<file path="src/rtl/ccr_ctrl.sv">
// ccr_ctrl: owner of the 4-bit condition-code register {V,C,N,Z}.
// Merges ALU / SETC / CLRC flag writes and saves the CCR on interrupt entry.
// The CCR is cleared after a save and restored on RTI from a shadow LIFO.
// Conditional branches are resolved against the forwarded flags.
//
// Ports:
//   clk, rst                 clock (rising edge), async active-low reset
//   alu_valid_i/flags/mask   ALU flag write with per-bit enable
//   setc_i, clrc_i           force C high / low (clrc wins)
//   int_enter_i, rti_i       interrupt entry (save) and return (restore) pulses
//   br_req_i, br_cond_i      branch resolution request, 0=Z 1=N 2=C 3=V
//   ccr_o                    registered CCR
//   br_valid_o, br_taken_o   branch result, one cycle after the request
//   stall_o                  pipeline hold during SAVE / RESTORE
//   depth_o, ovf_o, unf_o    shadow-stack occupancy and sticky error flags
//
// state   | meaning
// --------+-------------------------------------------------------------
// RUN     | normal flag updates and branch resolution
// SAVE    | one-cycle hold after the push; CCR cleared on exit
// RESTORE | one-cycle hold; top entry popped into the CCR on exit

module ccr_ctrl #(
    parameter int DEPTH = 2,
    parameter int DW    = 2
) (
    input  logic          clk,
    input  logic          rst,
    input  logic          alu_valid_i,
    input  logic [3:0]    alu_flags_i,
    input  logic [3:0]    alu_mask_i,
    input  logic          setc_i,
    input  logic          clrc_i,
    input  logic          int_enter_i,
    input  logic          rti_i,
    input  logic          br_req_i,
    input  logic [1:0]    br_cond_i,
    output logic [3:0]    ccr_o,
    output logic          br_valid_o,
    output logic          br_taken_o,
    output logic          stall_o,
    output logic [DW-1:0] depth_o,
    output logic          ovf_o,
    output logic          unf_o
);

    typedef enum logic [1:0] {RUN, SAVE, RESTORE} state_t;

    state_t        state_q, state_d;
    logic [3:0]    ccr_q;
    logic [3:0]    next_ccr;
    logic [3:0]    top_entry;
    logic [3:0]    stack_q [DEPTH];
    logic [DW-1:0] depth_q;
    logic          ovf_q, unf_q;
    logic          br_valid_q, br_taken_q;
    logic          stack_full, stack_empty;
    logic          br_fire;

    assign stack_full  = (depth_q == DW'(DEPTH));
    assign stack_empty = (depth_q == '0);
    assign br_fire     = (state_q == RUN) && br_req_i;

    // ALU mask merge first, then the C override; clrc beats setc.
    always_comb begin
        next_ccr = ccr_q;
        if (alu_valid_i) begin
            next_ccr = (ccr_q & ~alu_mask_i) | (alu_flags_i & alu_mask_i);
        end
        if (clrc_i) begin
            next_ccr[2] = 1'b0;
        end else if (setc_i) begin
            next_ccr[2] = 1'b1;
        end
    end

    // Explicit compare against each index keeps the select in range for any DEPTH.
    always_comb begin
        top_entry = '0;
        for (int i = 0; i < DEPTH; i++) begin
            if (DW'(i) == depth_q - DW'(1)) begin
                top_entry = stack_q[i];
            end
        end
    end

    always_ff @(posedge clk or negedge rst) begin
        if (!rst) begin
            state_q <= RUN;
        end else begin
            state_q <= state_d;
        end
    end

    always_comb begin
        state_d = state_q;
        stall_o = 1'b0;
        case (state_q)
            RUN: begin
                if (int_enter_i) begin
                    state_d = SAVE;
                end else if (rti_i) begin
                    state_d = RESTORE;
                end
            end
            SAVE: begin
                stall_o = 1'b1;
                state_d = RUN;
            end
            RESTORE: begin
                stall_o = 1'b1;
                state_d = RUN;
            end
            default: begin
                state_d = RUN;
            end
        endcase
    end

    always_ff @(posedge clk or negedge rst) begin
        if (!rst) begin
            ccr_q      <= '0;
            depth_q    <= '0;
            ovf_q      <= 1'b0;
            unf_q      <= 1'b0;
            br_valid_q <= 1'b0;
            br_taken_q <= 1'b0;
            for (int i = 0; i < DEPTH; i++) begin
                stack_q[i] <= '0;
            end
        end else begin
            br_valid_q <= br_fire;
            br_taken_q <= br_fire && next_ccr[br_cond_i];
            case (state_q)
                RUN: begin
                    ccr_q <= next_ccr;
                    if (int_enter_i) begin
                        if (!stack_full) begin
                            for (int i = 0; i < DEPTH; i++) begin
                                if (DW'(i) == depth_q) begin
                                    stack_q[i] <= next_ccr;
                                end
                            end
                            depth_q <= depth_q + DW'(1);
                        end else begin
                            ovf_q <= 1'b1;
                        end
                    end
                end
                SAVE: begin
                    ccr_q <= '0;
                end
                RESTORE: begin
                    if (!stack_empty) begin
                        ccr_q   <= top_entry;
                        depth_q <= depth_q - DW'(1);
                    end else begin
                        unf_q <= 1'b1;
                    end
                end
                default: begin
                    ccr_q <= ccr_q;
                end
            endcase
        end
    end

    assign ccr_o      = ccr_q;
    assign depth_o    = depth_q;
    assign ovf_o      = ovf_q;
    assign unf_o      = unf_q;
    assign br_valid_o = br_valid_q;
    assign br_taken_o = br_taken_q;

endmodule
</file>
<file path="config.mk">
export PLATFORM = sky130hd
export DESIGN_NAME = ccr_ctrl
export DESIGN_NICKNAME = d
export VERILOG_FILES = /design/src/rtl/ccr_ctrl.sv
export SDC_FILE = /design/constraint.sdc
export NUM_CORES = 1
export LEC_CHECK = 0
export BUFFER_PORTS_ARGS = -buffer_cell sky130_fd_sc_hd__buf_2
export CAP_MARGIN = 20
export CORE_MARGIN = 8
export CORE_UTILIZATION = 40
export DETAILED_ROUTE_END_ITERATION = 7
export GPL_TIMING_DRIVEN = 1
export SLEW_MARGIN = 20
export SYNTH_ARGS = -nofsm -noshare
export SYNTH_HDL_FRONTEND = slang
export SYNTH_SLANG_ARGS = --single-unit
</file>
<file path="constraint.sdc">
create_clock -name clk -period 3.4 [get_ports clk]
set_input_delay 0.34 -clock clk [delete_from_list [all_inputs] [get_ports clk]]
set_output_delay 0.34 -clock clk [all_outputs]
set_load 0.05 [all_outputs]
</file>
==> results of run 1 <==
## cells by family after synthesis
| logic type | Yosys count | share of synthesized area [%] |
|---|---|---|
| AOI/OAI and AO/OA | 31 | 22.2 |
| xor gates and xnor gates | 1 | 0.808 |
| adders and majority gates | 6 | 6.93 |
| buffers and inverters | 8 | 3.00 |
| DFF | 20 | 46.2 |
| muxes | 3 | 3.12 |
| and+or+nand+nor | 34 | 17.8 |
## report_power, final
part / total [mW] / internal [mW] / switching (mW)
registers: 0.366 / 0.318 / 0.0476
clock network: 0.145 / 0.0655 / 0.0793
logic: 0.503 / 0.166 / 0.337
## layer usage
layer  vias up  part of all wire, %
met5         -                    0
met4         0                  1.8
met3         4                  5.6
met2        19                   46
met1       392                   46
li1        429                    -
## cell usage in the layout, fill, tap and decap left out, types with 2 or more instances in the layout
cell      instances
buf_2            28
dfrtp_1          20
nand2_1          13
o21ai_0           8
inv_1             6
nor2_1            6
ha_1              6
o21a_1            5
and3b_1           4
a21oi_1           4
o221ai_1          4
clkbuf_4          3
mux2i_1           2
nand3_1           2
nand3b_1          2
## state kept, by name, indices dropped and copies added, names as in the netlist
name	flops
br_taken_o	1
br_valid_o	1
ccr_o	4
depth_o	2
ovf_o	1
stack_q	8
state_q	2
unf_o	1
## final timing paths
kind,end,slack [ps],depth (start not counted)
min reg2reg,unf_o$_DFFE_PN0P_,470,1
min,state_q[1]$_DFFE_PN0P_,250,2
max,stall_o,1630,3
max reg2reg,depth_o[1]$_DFFE_PN0P_,1700,6
max in group asynchronous,stack_q[0]$_DFFE_PN0P_,2590,2
min in group asynchronous,ccr_o[2]$_DFFE_PN0P_,480,2
## stage by stage
| stage | cells | total power, mW |
|---|---|---|
| 2_1_floorplan | 103 | 0.755 |
| 4_1_cts | 165 | 1.02 |
| 5_1_grt | 165 | 1.08 |
| 6_report | 165 | 1.01 |
| 3_5_place_dp | 160 | 0.879 |
| 3_3_place_gp | 160 | 0.869 |
## cell type report
type / count / share of cell area, %
Tap cell: 31 / 2.99
Sequential cell: 20 / 38.5
Clock buffer: 4 / 2.79
Timing Repair Buffer: 29 / 11.6
Inverter: 6 / 1.73
Multi-Input combinational cell: 75 / 42.4
==> impl_results.rst, run 1 <==
.. list-table::
   :header-rows: 1

   * - Metric
     - Value
   * - CTS H-tree lvls
     - 1
   * - Endpoint required time on the critical path
     - approximately 3000 ps
   * - CTS root buf
     - clkbuf_4
   * - Global-route total usage across every layer
     - 11.5%
   * - Top-Level Pins
     - 29
   * - Share of the cycle needed by the critical path after routing
     - between 50 and 60%
   * - Fraction of met3 tracks used by global routing
     - roughly 4.4%
   * - Count of filler cells inserted in the layout
     - 272
   * - Start point of the critical path
     - state_q[1]$_DFFE_PN0P_
   * - Number of cells produced by synthesis
     - 103
   * - Die height
     - approximately 70 um
   * - TritonCTS Sinks
     - 20
   * - Max-cap violations
     - 0
   * - Remaining design rule violation count
     - 0
   * - Clock slew at reported path FFs
     - 110 ps
   * - Slew of the pin with the lowest slew margin
     - 429 ps
   * - Worst hold start
     - int_enter_i
   * - Post-synthesis sequential area ratio
     - 46.2%
   * - Inserted Clock Buffers
     - 3
   * - Worst VDD drop
     - 410 uV
   * - Global placer's final weighted congestion
     - about 0.8
   * - Ys flop type
     - dfrtp_1
   * - Vias/cell
     - 5.12
   * - Area used by multi-input combinational logic
     - 551 um^2
   * - Detailed placement HPWL
     - 1.87 mm
   * - Final-stage net count
     - 159
   * - Post_cts resized
     - 0
   * - Critical path cell sequence
     - inv_1 > ha_1 > buf_2
   * - Detail Route Antenna Nets
     - 0
   * - Pwr Density
     - 780 nW/um^2
   * - Met1 usage in global routing
     - between 10 and 15%
   * - Iter 0 DRT Violations
     - 19
   * - Result of the run
     - completed
   * - Standard-cell rows
     - 19
   * - Clk buf depth
     - 2
   * - Area delta synth->final
     - 19.9%
   * - Area of placed instances
     - 1250 um^2
   * - Min Clock Period, post-route
     - 1770 ps
   * - Family with the most delay on the worst path
     - flip-flops
   * - Synth Net Count
     - 127
   * - Setup slack after layout
     - ~1600 ps
   * - Count of buffer and inverter cells on the critical path
     - 2
   * - Proportion of layout cells with a drive suffix above 1
     - 29.9%
   * - Number of buffers inserted by port buffering
     - 28
   * - Worst Clk Skew
     - 13.0 ps
   * - Worst slew margin
     - 70.6%
   * - Clock latency at the later pin of the worst-skew pair
     - 320 ps
   * - WP data arrival
     - approximately 1400 ps
   * - Count of final max-slew check failures
     - 0
   * - Initial cell density of the core
     - 40.7%
   * - Top cell type by total area after synthesis
     - dfrtp_1
   * - ANT cells
     - 0
   * - Post-route core utilization
     - 48.8%
   * - Overflow after GRT
     - 0
   * - Path type of the worst setup path
     - flip-flop to primary output
   * - Pin count of the biggest net entering global routing
     - 21
   * - Most area-consuming cells after synthesis
     - dfrtp_1 (46%), ha_1 (6.9%), nand2_1 (4.5%), o21ai_0 (3.7%), o21a_1 (3.5%)
   * - Sequential cell area
     - 500 um^2
   * - Number of storage elements in the synthesis netlist
     - 20
   * - Via count of the first global-routing pass
     - 895
   * - Total die area
     - 4630 um^2
   * - Number of synthesized flops with an enable pin
     - 0
   * - Core area
     - between 2000 and 3000 um^2
   * - Number of distinct library cells after synthesis
     - 33
   * - Unrepaired setup endpoints after global routing
     - no
   * - Count leader, synth
     - dfrtp_1
   * - Worst-path maximum fanout
     - 6
   * - Final hold viol count
     - 0
   * - Highest-utilization routing layer at the global route stage
     - met2
   * - Library cell contributing the largest single delay on the critical path
     - dfrtp_1
   * - CTS tree
     - yes
   * - Vias post-DR
     - approximately 840
   * - Area of all placed cells without fillers
     - 1300 um^2
   * - Wire length of the first global-routing pass
     - 4.00 mm
   * - Final hold slack
     - 251 ps
   * - Total negative slack
     - 0 ps
   * - Type of destination of the critical path
     - primary output
   * - Fraction of met2 tracks used by global routing
     - about 18%
   * - Reg-to-reg critical path startpoint
     - depth_o[0]$_DFFE_PN0P_
   * - Critical path launch point type
     - flip-flop
   * - First-pass detailed-route iteration total
     - 4
   * - Highest Clock Rate
     - roughly 560 MHz
   * - Post-Syn Area per Cell
     - 10.5 um^2
   * - Cell types with the highest counts after synthesis
     - dfrtp_1 (20), nand2_1 (13), o21ai_0 (8)
   * - Worst path max stage delay
     - ~400 ps
   * - Fraction of synthesis flops using an asynchronous set or reset pin
     - between 90% and 100%
   * - Detailed-route wire length per cell
     - 14.3 um
   * - Final-report setup violation count
     - 0
   * - Setup fix buffers added after clock tree synthesis
     - 0
   * - Antenna violations before repair
     - 0
   * - Horizontal extent of the die
     - roughly 68 um
   * - Leak Pwr
     - 0.648 nW
   * - Synth warnings
     - 0
   * - Place WS
     - between 1500 and 2000 ps
   * - Cell area after synthesis
     - around 1100 um^2
   * - Worst hold path type
     - input port to flip-flop
   * - Number of buffers inserted by hold repair at cts
     - 1
   * - Share of the synthesized area in the top cell type
     - 46.2%
   * - Total detailed-routing wirelength
     - 2.36 mm
Note: power is estimated with default switching activity, not from simulation.
==> run 2, diff against run 1 <==
--- a/config.mk
+++ b/config.mk
@@ -11,6 +11,7 @@
 export CORE_UTILIZATION = 40
 export DETAILED_ROUTE_END_ITERATION = 7
 export GPL_TIMING_DRIVEN = 1
+export PLACE_DENSITY = 0.66
 export SLEW_MARGIN = 20
 export SYNTH_ARGS = -nofsm -noshare
 export SYNTH_HDL_FRONTEND = slang
==> constraint.sdc (replaced) <==
create_clock -name clk -period 1.45 [get_ports clk]
set_input_delay 0.145 -clock clk [delete_from_list [all_inputs] [get_ports clk]]
set_output_delay 0.145 -clock clk [all_outputs]
set_load 0.05 [all_outputs]
==> impl_results.rst, run 2 (same netlist as run 1, synthesis figures left out) <==
.. list-table::
   :header-rows: 1

   * - Metric
     - Value
   * - Count of final max-slew check failures
     - 0 (unchanged)
   * - Iter 0 DRT Violations
     - 17 (-2)
   * - Met2 routed WL
     - 1.41 mm (+29%)
   * - Leak Pwr
     - 0.697 nW (+7.6%)
   * - Top-Level Pins
     - 29 (unchanged)
   * - Critical path launch point type
     - flip-flop
   * - Final hold viol count
     - 0 (unchanged)
   * - Design Power
     - 2.77 mW (+170%)
   * - Global placer's final weighted congestion
     - 0.784 (-0.70%)
   * - Final-report setup violation count
     - 0 (unchanged)
   * - Worst-path maximum fanout
     - 3 (-3)
   * - Clk buf depth
     - 2 (unchanged)
   * - Reg-to-reg critical path startpoint
     - depth_o[0]$_DFFE_PN0P_
   * - CTS H-tree lvls
     - 1 (unchanged)
   * - Max-cap violations
     - 0 (unchanged)
   * - Met3 routed WL
     - 123 um (-6.8%)
   * - WP data arrival
     - 1620 ps (+190 ps)
   * - CTS root buf
     - clkbuf_4
   * - Via count of the first global-routing pass
     - 969 (+8.3%)
   * - Area delta synth->final
     - 34.9%
   * - Core area
     - 2660 um^2 (unchanged)
   * - Highest Clock Rate
     - between 700 and 800 MHz
   * - Share of the cycle needed by the critical path after routing
     - 97.3%
   * - Worst Clk Skew
     - 5.33 ps (-7.69 ps)
   * - Wire length of the first global-routing pass
     - 4.30 mm (+7.4%)
   * - Clock slew at reported path FFs
     - 110 ps (about the same)
   * - Flip-flop count of the largest register after layout
     - 8 (unchanged)
   * - Result of the run
     - completed
   * - Total die area
     - 4630 um^2 (unchanged)
   * - Uppermost metal layer occupied by signal nets
     - met4
   * - Worst slew margin
     - 68.1% (-2.5 points)
   * - First-pass detailed-route iteration total
     - 4 (unchanged)
   * - Pin count of the biggest net entering global routing
     - 21 (unchanged)
   * - CTS tree
     - yes
   * - Detailed-route wire length per cell
     - 15.2 um (+6.0%)
   * - Overflow after GRT
     - 0 (unchanged)
   * - Library cell contributing the largest single delay on the critical path
     - dfrtp_2
   * - Cell Count, Final, Fillers Out
     - 174 (+5.5%)
   * - Horizontal extent of the die
     - 68.0 um (unchanged)
   * - Proportion of layout cells with a drive suffix above 1
     - 44.1% (+14 points)
   * - Worst path max stage delay
     - 450 ps (+50 ps)
   * - TritonCTS Sinks
     - 20 (unchanged)
   * - Initial cell density of the core
     - 40.7% (unchanged)
   * - Clock latency at the later pin of the worst-skew pair
     - 300 ps (-20 ps)
   * - Number of buffers inserted by port buffering
     - 28 (unchanged)
   * - Detail Route Antenna Nets
     - 0 (unchanged)
   * - Pwr Density
     - 1890 nW/um^2 (+140%)
   * - Leading cell type in the layout, fill and taps excluded
     - buf_2
   * - Most flop-heavy register
     - stack_q
   * - Final-stage net count
     - 168 (+5.7%)
   * - Remaining design rule violation count
     - 0 (unchanged)
   * - Die height
     - 68.0 um (unchanged)
   * - Unrepaired setup endpoints after global routing
     - yes
   * - Critical path cell sequence
     - inv_4 > ha_4 > and2b_4 > nor2b_4 > o31ai_2 > a221oi_2
   * - Worst VDD drop
     - 1060 uV (+160%)
   * - Detailed placement HPWL
     - 1.95 mm (+4.6%)
   * - Type of destination of the critical path
     - flip-flop
   * - Family with the most delay on the worst path
     - flip-flops
   * - Total detailed-routing wirelength
     - 2.64 mm (+12%)
   * - Worst hold start
     - int_enter_i
   * - Slew of the pin with the lowest slew margin
     - 466 ps (+36.1 ps)
   * - ANT cells
     - 0 (unchanged)
   * - Inserted Clock Buffers
     - 3 (unchanged)
   * - Antenna violations before repair
     - 0 (unchanged)
   * - Global-route total usage across every layer
     - 12.2% (+0.74 points)
   * - Start point of the critical path
     - depth_o[0]$_DFFE_PN0P_
   * - Post-Route M1 WL
     - 1.06 mm (-3.7%)
   * - Vias post-DR
     - 944 (+12%)
   * - Worst hold path type
     - input port to flip-flop
   * - Path type of the worst setup path
     - flip-flop to flip-flop
   * - Post-route core utilization
     - 54.9% (+6.1 points)
   * - Endpoint required time on the critical path
     - 1660 ps (-1400 ps)
   * - Min Clock Period, post-route
     - about 1400 ps
   * - Count of buffer and inverter cells on the critical path
     - 1 (-1)
   * - Cell total after placement
     - 162 (+1.3%)
   * - Standard-cell rows
     - 19 (unchanged)
   * - Commonest cells after routing, fill and taps aside
     - buf_2 (27), dfrtp_1 (18), nand2_1 (13)
   * - Vias/cell
     - 5.43 (+6.1%)
run 2: changes by cell type in the layout (fill, tap and decap cells not counted), sizes merged:
cell  previous run  this run
buf             28        37
run 2: path summary, 6_finish.rpt:
check / slack (ps) / cells after the start / endpoint
max: 40 / 6 / depth_o[1]$_DFFE_PN0P_
max in group asynchronous: 810 / 2 / depth_o[0]$_DFFE_PN0P_
min: 70 / 2 / state_q[1]$_DFFE_PN0P_
min in group asynchronous: 310 / 2 / stack_q[2]$_DFFE_PN0P_
min reg2reg: 470 / 1 / unf_o$_DFFE_PN0P_
max reg2reg: 40 / 6 / depth_o[1]$_DFFE_PN0P_
run 2: layout make-up:
class,count,area [um^2]
Fill cell,244,1200
Multi-Input combinational cell,75,631
Sequential cell,20,503
Inverter,6,25.0
Timing Repair Buffer,38,228
Clock buffer,4,36.3
Tap cell,31,38.8
run 2: routing by layer:
layer  track usage, %  vias to the layer above
met1             13.8                      461
met3             2.78                        6
met2             20.6                       23
met5                0                        -
met4             7.16                        0
li1                 -                      454
run 2: power breakdown:
group | total [mW] | internal, mW | switching, mW
clock network | 0.328 | 0.153 | 0.174
logic | 1.55 | 0.626 | 0.921
registers | 0.894 | 0.751 | 0.142
run 2: through the flow:
stage / area, um^2 / TNS [ps] / setup slack (ps) / hold slack (ps)
3_3_place_gp: 1290 / -7.55 / -7.55 / 118
2_1_floorplan: 1110 / -355 / -58.2 / -151
3_5_place_dp: 1290 / -41.0 / -41.0 / 118
5_1_grt: 1460 / -190 / -49.3 / 57.3
6_report: 1460 / 0 / 39.5 / 68.0
4_1_cts: 1400 / -8.92 / -8.92 / 53.3
run 2: timing repair:
action / CTS / global route
buffers inserted: 5 / 2
hold endpoints to repair: 20 / 0
pin swaps: 1 / 3
gates resized for setup: 6 / 7
endpoints found under the setup margin: 4 / 10
hold buffers: 1 / 0
